$ cat config.mk
export PLATFORM = sky130hd
export DESIGN_NAME = sha2_hash_core
export DESIGN_NICKNAME = d
export VERILOG_FILES = /design/src/rtl/sha2_hash_core.sv
export SDC_FILE = /design/constraint.sdc
export NUM_CORES = 2
export LEC_CHECK = 0
export ABC_AREA = 1
export CORE_MARGIN = 4
export CORE_UTILIZATION = 24
export DETAILED_ROUTE_END_ITERATION = 8
export PLACE_DENSITY = 0.44
export SLEW_MARGIN = 15
export SYNTH_ARGS = -nofsm -noshare
export SYNTH_HDL_FRONTEND = slang
export SYNTH_SLANG_ARGS = --single-unit
$ cat constraint.sdc
create_clock -name clk -period 72.6 [get_ports clk]
set_clock_uncertainty 0.2 [all_clocks]
set_input_delay 7.26 -clock clk [delete_from_list [all_inputs] [get_ports clk]]
set_output_delay 7.26 -clock clk [all_outputs]
set_load 0.01 [all_outputs]
$ cat src/rtl/sha2_hash_core.sv
`default_nettype none
// ============================================================================
// Module   : sha2_hash_core
// Brief    : SHA-224/SHA-256 compression engine for pre-padded 512-bit blocks.
//            Runs ROUNDS_PER_CYCLE rounds per clock over a rolling 16-word
//            message schedule. Holds one digest register with a valid/ready
//            handshake and passes a message-ID tag through to the output.
// Revision : 1.0 - initial release
// ============================================================================
module sha2_hash_core #(
  parameter int ROUNDS_PER_CYCLE = 1,
  parameter int ID_WIDTH         = 4
) (
  input  logic                clk,
  input  logic                nrst,
  input  logic [511:0]        data_in,
  input  logic                data_in_last,
  input  logic                data_in_mode,
  input  logic [ID_WIDTH-1:0] data_in_id,
  input  logic                data_in_valid,
  output logic                data_in_ready,
  output logic [255:0]        data_out,
  output logic [ID_WIDTH-1:0] data_out_id,
  output logic                data_out_last,
  output logic                data_out_valid,
  input  logic                data_out_ready
);

  // Reject unsupported configurations at elaboration time
  if (!(ROUNDS_PER_CYCLE == 1 || ROUNDS_PER_CYCLE == 2 || ROUNDS_PER_CYCLE == 4)) begin : g_bad_rounds
    $error("sha2_hash_core: ROUNDS_PER_CYCLE must be 1, 2 or 4");
  end
  if (ID_WIDTH < 1 || ID_WIDTH > 16) begin : g_bad_id_width
    $error("sha2_hash_core: ID_WIDTH must be in 1..16");
  end

  // Round counter value during the final compression cycle of a block
  localparam logic [5:0] c_last_t = 6'(64 - ROUNDS_PER_CYCLE);
  localparam logic [5:0] c_t_step = 6'(ROUNDS_PER_CYCLE);

  localparam logic [0:7][31:0] c_iv256 = {
    32'h6a09e667, 32'hbb67ae85, 32'h3c6ef372, 32'ha54ff53a,
    32'h510e527f, 32'h9b05688c, 32'h1f83d9ab, 32'h5be0cd19};
  localparam logic [0:7][31:0] c_iv224 = {
    32'hc1059ed8, 32'h367cd507, 32'h3070dd17, 32'hf70e5939,
    32'hffc00b31, 32'h68581511, 32'h64f98fa7, 32'hbefa4fa4};

  localparam logic [0:63][31:0] c_k = {
    32'h428a2f98, 32'h71374491, 32'hb5c0fbcf, 32'he9b5dba5, 32'h3956c25b, 32'h59f111f1, 32'h923f82a4, 32'hab1c5ed5,
    32'hd807aa98, 32'h12835b01, 32'h243185be, 32'h550c7dc3, 32'h72be5d74, 32'h80deb1fe, 32'h9bdc06a7, 32'hc19bf174,
    32'he49b69c1, 32'hefbe4786, 32'h0fc19dc6, 32'h240ca1cc, 32'h2de92c6f, 32'h4a7484aa, 32'h5cb0a9dc, 32'h76f988da,
    32'h983e5152, 32'ha831c66d, 32'hb00327c8, 32'hbf597fc7, 32'hc6e00bf3, 32'hd5a79147, 32'h06ca6351, 32'h14292967,
    32'h27b70a85, 32'h2e1b2138, 32'h4d2c6dfc, 32'h53380d13, 32'h650a7354, 32'h766a0abb, 32'h81c2c92e, 32'h92722c85,
    32'ha2bfe8a1, 32'ha81a664b, 32'hc24b8b70, 32'hc76c51a3, 32'hd192e819, 32'hd6990624, 32'hf40e3585, 32'h106aa070,
    32'h19a4c116, 32'h1e376c08, 32'h2748774c, 32'h34b0bcb5, 32'h391c0cb3, 32'h4ed8aa4a, 32'h5b9cca4f, 32'h682e6ff3,
    32'h748f82ee, 32'h78a5636f, 32'h84c87814, 32'h8cc70208, 32'h90befffa, 32'ha4506ceb, 32'hbef9a3f7, 32'hc67178f2};

  typedef enum logic [1:0] {
    S_LOAD     = 2'd0,
    S_COMPRESS = 2'd1,
    S_UPDATE   = 2'd2
  } state_t;

  function automatic logic [31:0] rotr(input logic [31:0] x, input int n);
    return (x >> n) | (x << (32 - n));
  endfunction

  function automatic logic [31:0] big_sigma0(input logic [31:0] x);
    return rotr(x, 2) ^ rotr(x, 13) ^ rotr(x, 22);
  endfunction

  function automatic logic [31:0] big_sigma1(input logic [31:0] x);
    return rotr(x, 6) ^ rotr(x, 11) ^ rotr(x, 25);
  endfunction

  function automatic logic [31:0] small_sigma0(input logic [31:0] x);
    return rotr(x, 7) ^ rotr(x, 18) ^ (x >> 3);
  endfunction

  function automatic logic [31:0] small_sigma1(input logic [31:0] x);
    return rotr(x, 17) ^ rotr(x, 19) ^ (x >> 10);
  endfunction

  state_t            r_state;
  state_t            w_state_nxt;
  logic [0:15][31:0] r_w;          // schedule window, r_w[0] = W[t]
  logic [0:7][31:0]  r_h;          // chaining value H0..H7
  logic [0:7][31:0]  r_wv;         // working variables a..h
  logic [5:0]        r_t;          // round index of the first round this cycle
  logic              r_first;
  logic              r_last;
  logic              r_mode;
  logic [ID_WIDTH-1:0] r_id;

  logic [0:15][31:0] w_win_nxt;
  logic [0:7][31:0]  w_wv_nxt;
  logic [0:7][31:0]  w_sum;
  logic              w_out_free;

  assign w_out_free = !data_out_valid || data_out_ready;

  // Chain ROUNDS_PER_CYCLE rounds and schedule-window shifts combinationally
  always_comb begin : p_rounds
    logic [31:0] v_t1;
    logic [31:0] v_t2;
    logic [31:0] v_new;
    w_wv_nxt  = r_wv;
    w_win_nxt = r_w;
    v_t1      = '0;
    v_t2      = '0;
    v_new     = '0;
    for (int i = 0; i < ROUNDS_PER_CYCLE; i++) begin
      v_t1 = w_wv_nxt[7] + big_sigma1(w_wv_nxt[4])
           + ((w_wv_nxt[4] & w_wv_nxt[5]) ^ (~w_wv_nxt[4] & w_wv_nxt[6]))
           + c_k[r_t + 6'(i)] + w_win_nxt[0];
      v_t2 = big_sigma0(w_wv_nxt[0])
           + ((w_wv_nxt[0] & w_wv_nxt[1]) ^ (w_wv_nxt[0] & w_wv_nxt[2]) ^ (w_wv_nxt[1] & w_wv_nxt[2]));
      w_wv_nxt = {v_t1 + v_t2, w_wv_nxt[0], w_wv_nxt[1], w_wv_nxt[2],
                  w_wv_nxt[3] + v_t1, w_wv_nxt[4], w_wv_nxt[5], w_wv_nxt[6]};
      // Words produced past W[63] are never consumed; generating them keeps the shift uniform
      v_new = small_sigma1(w_win_nxt[14]) + w_win_nxt[9] + small_sigma0(w_win_nxt[1]) + w_win_nxt[0];
      w_win_nxt = {w_win_nxt[1:15], v_new};
    end
  end

  // Feed-forward sum of chaining value and working variables
  always_comb begin : p_sum
    w_sum = '0;
    for (int i = 0; i < 8; i++) begin
      w_sum[i] = r_h[i] + r_wv[i];
    end
  end

  // State register
  always_ff @(posedge clk) begin : p_state
    if (!nrst) begin
      r_state <= S_LOAD;
    end else begin
      r_state <= w_state_nxt;
    end
  end

  // Next-state logic: load, compress for N cycles, then fold/emit
  always_comb begin : p_next_state
    w_state_nxt = r_state;
    case (r_state)
      S_LOAD:     if (data_in_ready && data_in_valid) w_state_nxt = S_COMPRESS;
      S_COMPRESS: if (r_t == c_last_t) w_state_nxt = S_UPDATE;
      S_UPDATE:   if (!r_last || w_out_free) w_state_nxt = S_LOAD;
      default:    w_state_nxt = S_LOAD;
    endcase
  end

  // Datapath, handshake flags and digest register
  always_ff @(posedge clk) begin : p_datapath
    if (!nrst) begin
      data_in_ready  <= 1'b0;
      data_out_valid <= 1'b0;
      data_out_last  <= 1'b0;
      data_out       <= '0;
      data_out_id    <= '0;
      r_t            <= '0;
      r_first        <= 1'b1;
      r_last         <= 1'b0;
      r_mode         <= 1'b0;
      r_id           <= '0;
    end else begin
      // A consumed digest drops valid unless a new one is produced below
      if (data_out_valid && data_out_ready) begin
        data_out_valid <= 1'b0;
      end
      case (r_state)
        S_LOAD: begin
          if (!data_in_ready) begin
            data_in_ready <= 1'b1;
          end else if (data_in_valid) begin
            r_w <= data_in;
            if (r_first) begin
              r_h    <= data_in_mode ? c_iv224 : c_iv256;
              r_wv   <= data_in_mode ? c_iv224 : c_iv256;
              r_mode <= data_in_mode;
              r_id   <= data_in_id;
            end else begin
              r_wv <= r_h;
            end
            r_last        <= data_in_last;
            data_in_ready <= 1'b0;
          end
        end
        S_COMPRESS: begin
          r_wv <= w_wv_nxt;
          r_w  <= w_win_nxt;
          r_t  <= r_t + c_t_step;
        end
        S_UPDATE: begin
          if (!r_last) begin
            r_h           <= w_sum;
            r_first       <= 1'b0;
            data_in_ready <= 1'b1;
          end else if (w_out_free) begin
            data_out       <= r_mode ? {w_sum[0:6], 32'h0} : w_sum;
            data_out_id    <= r_id;
            data_out_valid <= 1'b1;
            data_out_last  <= 1'b1;
            r_first        <= 1'b1;
            data_in_ready  <= 1'b1;
          end
        end
        default: ;
      endcase
    end
  end

endmodule
`default_nettype wire

==> summary.md <==
| Metric | Value |
|---|---|
| Via count | `74,900` |
| Worst path required time | `between 70 and 80 ns` |
| Port Buf Inserts | `around 780` |
| Setup bufs post-CTS | `0` |
| Hold_sp | `r_id[3]` |
| Drt total wl | `400,000 um` |
| R2R cell count | `35` |
| M2 GR Usage | `0.344` |
| Final hold viol count | `0` |
| CP Class | `in2reg` |
| Routed len/inst | `25.2 um` |
| Row Count | `roughly 220` |
| Ys flop type | `edfxtp_1` |
| H-tree level count | `4` |
| Final setup TNS | `0 ns` |
| CTS tree | `yes` |
| Achievable clock frequency | `~78 MHz` |
| Max Cap Violations | `0` |
| Top Ports | `a little under 800` |
| Crit share post-route | `0.176` |
| Dpl hpwl | `316,000 um` |
| R2r endpoint | `r_wv[255]` |
| Psw | `approximately 2.7 mW` |
| Worst r2r src | `r_t[0]` |
| Slowest CP cell | `buf_4` |
| Tightest Hold Check Type | `reg2reg` |
| FFs w/ async S/R, synth | `0` |
| Register area share after synthesis | `0.429` |
| Drt via density | `approximately 4.7` |
| Met3 usage | `0.0278` |
| Clock root cell | `clkbuf_16` |
| Crit path from | `nrst` |
| Pleak | `approximately 43 nW` |
| Placed cell areas | `97,500 sq um` |
| Core area | `~350,000 sq um` |
| DRT iter0 DRCs | `6,722` |
| CTS clock-pin slew for the worst setup and hold paths | `roughly 0.060 ns` |
| Crit path max fanout | `78` |
| Setup slack at placement | `roughly 59 ns` |
| Hold EP | `r_id[3]` |
| Worst-Margin Slew | `1.23 ns` |
| Initial antenna violation count | `80` |
| Warning count from the yosys run | `0` |
| Hold Slack | `about 0.25 ns` |
| Reg2Reg Setup Slack | `roughly 64 ns` |
| Bufs and invs on worst path | `7` |
| Vias in the first global route | `around 74,000` |
| Remaining DRCs | `0` |
| CP Capture Type | `flip-flop` |
| Gate power share | `0.649` |
| Final Util | `0.294` |
| Post-route minimum period | `about 13 ns` |
| Arrival @ worst endpoint | `between 10 and 15 ns` |
| Worst hold path depth | `2` |
| Slew HR | `0.174` |
| Initial Util | `0.242` |
| CP Launch Type | `input port` |
| Sequential Power Share | `0.182` |
| Num CTS Buffers | `roughly 170` |
| Die Wd | `602 um` |
| Clock power share | `0.169` |
| Max-slew violations | `0` |
| Cts repair resizes | `0` |
| M1 GR Usage | `0.291` |
| GRT Resource Usage Total | `0.213` |
| Antenna Nets Post-Route | `0` |
| Largest net degree at the start of global routing | `150` |
| CP Cell Sequence | `clkdlybuf4s50_1 -> buf_4 -> o21ai_0 -> a211oi_4 -> buf_4 -> buf_4 -> buf_4 -> buf_4 -> buf_4` |
| Net Sw Frac | `0.537` |
| Layout Nets | `approximately 12,000` |
| Largest stage delay on the critical path | `0.93 ns` |
| Top Usage Layer GRT | `met2` |
| Die height | `about 600 um` |
| VDD IR max | `78.1 uV` |
| RSZ-0062 raised after global routing | `no` |
| CP top delay family | `buffers and inverters` |
| Synthesized cell area | `roughly 85,000 sq um` |
| Clock sink total | `~1,300` |
| Syn nets | `approximately 12,000` |
| Die Area | `approximately 360,000 sq um` |
| Pint | `2.36 mW` |
| Post-synth cell types | `approximately 70` |
| Skew-Pair Late Insertion Delay | `roughly 0.9 ns` |
| Gpl congestion | `roughly 0.96` |
| Setup Viol. Count Final | `0` |
| Cell area power density | `49.5 nW/um^2` |
| Status | `finished clean` |
| Share of cells above drive strength 1 | `0.0447` |
| EDFF count, synth | `about 1,000` |
| Synthesized area per cell | `approximately 8.1 sq um` |
| GRT overflow | `0` |
| Hold buffer count at cts | `0` |
| Yosys reg bits | `roughly 1,300` |
| Area delta synth->final | `21.8%` |
| Final instance area | `slightly above 100,000 sq um` |
| Cells after Synth | `~10,000` |
| First-pass GRT wire length | `approximately 560,000 um` |
| Final setup margin | `roughly 60 ns` |
| Critical path's most frequent cell | `buf_4` |
| 1st-pass router iterations | `6` |
| Deepest clock path buffer count | `4` |
cell families (layout without fill, tap and decap cells):
family / after synthesis / in the layout / share of synthesized area
AOI/OAI and AO/OA: 1941 / 1941 / 0.128
xor gates and xnor gates: 412 / 412 / 0.0426
adders and majority gates: 593 / 593 / 0.105
buffers and inverters: 1445 / 2216 / 0.0656
DFF: 1302 / 1302 / 0.429
muxes: 58 / 58 / 0.00697
other: 0 / 35 / 0
and+or+nand+nor: 4648 / 4648 / 0.223
worst max path at each step:
stage	cells past startpoint	slack, ns	end
after floorplan	2	6.32	r_w[0]
after global placement	9	58.88	r_w[211]
after detailed placement	9	58.90	r_w[215]
after CTS	9	59.84	r_w[211]
after global routing	9	59.58	r_w[188]
final	9	59.85	r_w[214]
power by group through the flow:
stage,sequential (mW),combinational [mW],clock [mW]
2_1_floorplan,0.992,2.10,0
3_3_place_gp,0.943,3.28,0
3_5_place_dp,0.942,3.25,0
4_1_cts,0.927,3.27,0.891
5_1_grt,0.930,3.67,0.917
6_report,0.928,3.32,0.865
through the flow:
| step | power (mW) | instances |
|---|---|---|
| 3_5_place_dp | 4.19 | 15600 |
| 2_1_floorplan | 3.09 | 10400 |
| 4_1_cts | 5.09 | 15900 |
| 5_1_grt | 5.52 | 15900 |
| 6_report | 5.11 | 15900 |
| 3_3_place_gp | 4.22 | 15600 |
state kept, by name, summed over array words and instances (netlist names), 2 cells and up:
signal / cells
r_h: 256
r_wv: 256
r_id: 4
data_out_id: 4
r_state: 2
r_w: 512
r_t: 6
data_out: 256
layout make-up:
type                            instances  area (sq um)
Sequential cell                      1302         36300
Antenna cell                           35          87.6
Multi-Input combinational cell       7652         42900
Clock buffer                          222          4650
Clock inverter                         82           853
Tap cell                             4708          5890
Inverter                             1043          3930
Timing Repair Buffer                  869          8540
Fill cell                           37800        247000
layer usage:
metal  vias up  part of all wire
met5         -           0.00040
met4        22             0.039
met3       472             0.051
met2      2145              0.46
met1     36300              0.45
li1      36000                 -
tightest hold or removal path: stages, from the launching register on:
cell     delay (ns)
dfxtp_1        0.29
inv_1          0.06
a21oi_1        0.05
synth_stat cells (all sizes together), types with 19 or more instances:
library cell	number	area (sq um)
nand3	462	2320
nor3	84	430
fa	197	3940
xnor2	204	1790
nor2	521	2010
dfxtp	278	5570
nand3b	23	173
a21boi	32	259
nand4	72	450
ha	395	4940
a21o	76	572
o21bai	67	503
o211ai	23	178
inv	1041	3910
or2	119	744
o21ai	1050	5290
a211oi	19	143
mux2i	50	500
buf	128	616
o221ai	24	210
edfxtp	1024	30700
a21oi	513	2590
nand2	3323	12500
nor4	28	200
clkbuf	274	1030
a31oi	41	257
xor2	208	1820
cells in the final DEF (no fill, tap or decap), drive strengths merged, types with 208 or more instances in the layout:
cell type	instances
clkbuf	222
o21ai	1050
ha	395
edfxtp	1024
dfxtp	278
xor2	208
nor2	521
nand3	462
a21oi	513
nand2	3323
inv	1053
clkdlybuf4s50	784
No activity file was read; power rests on OpenSTA's default activity.
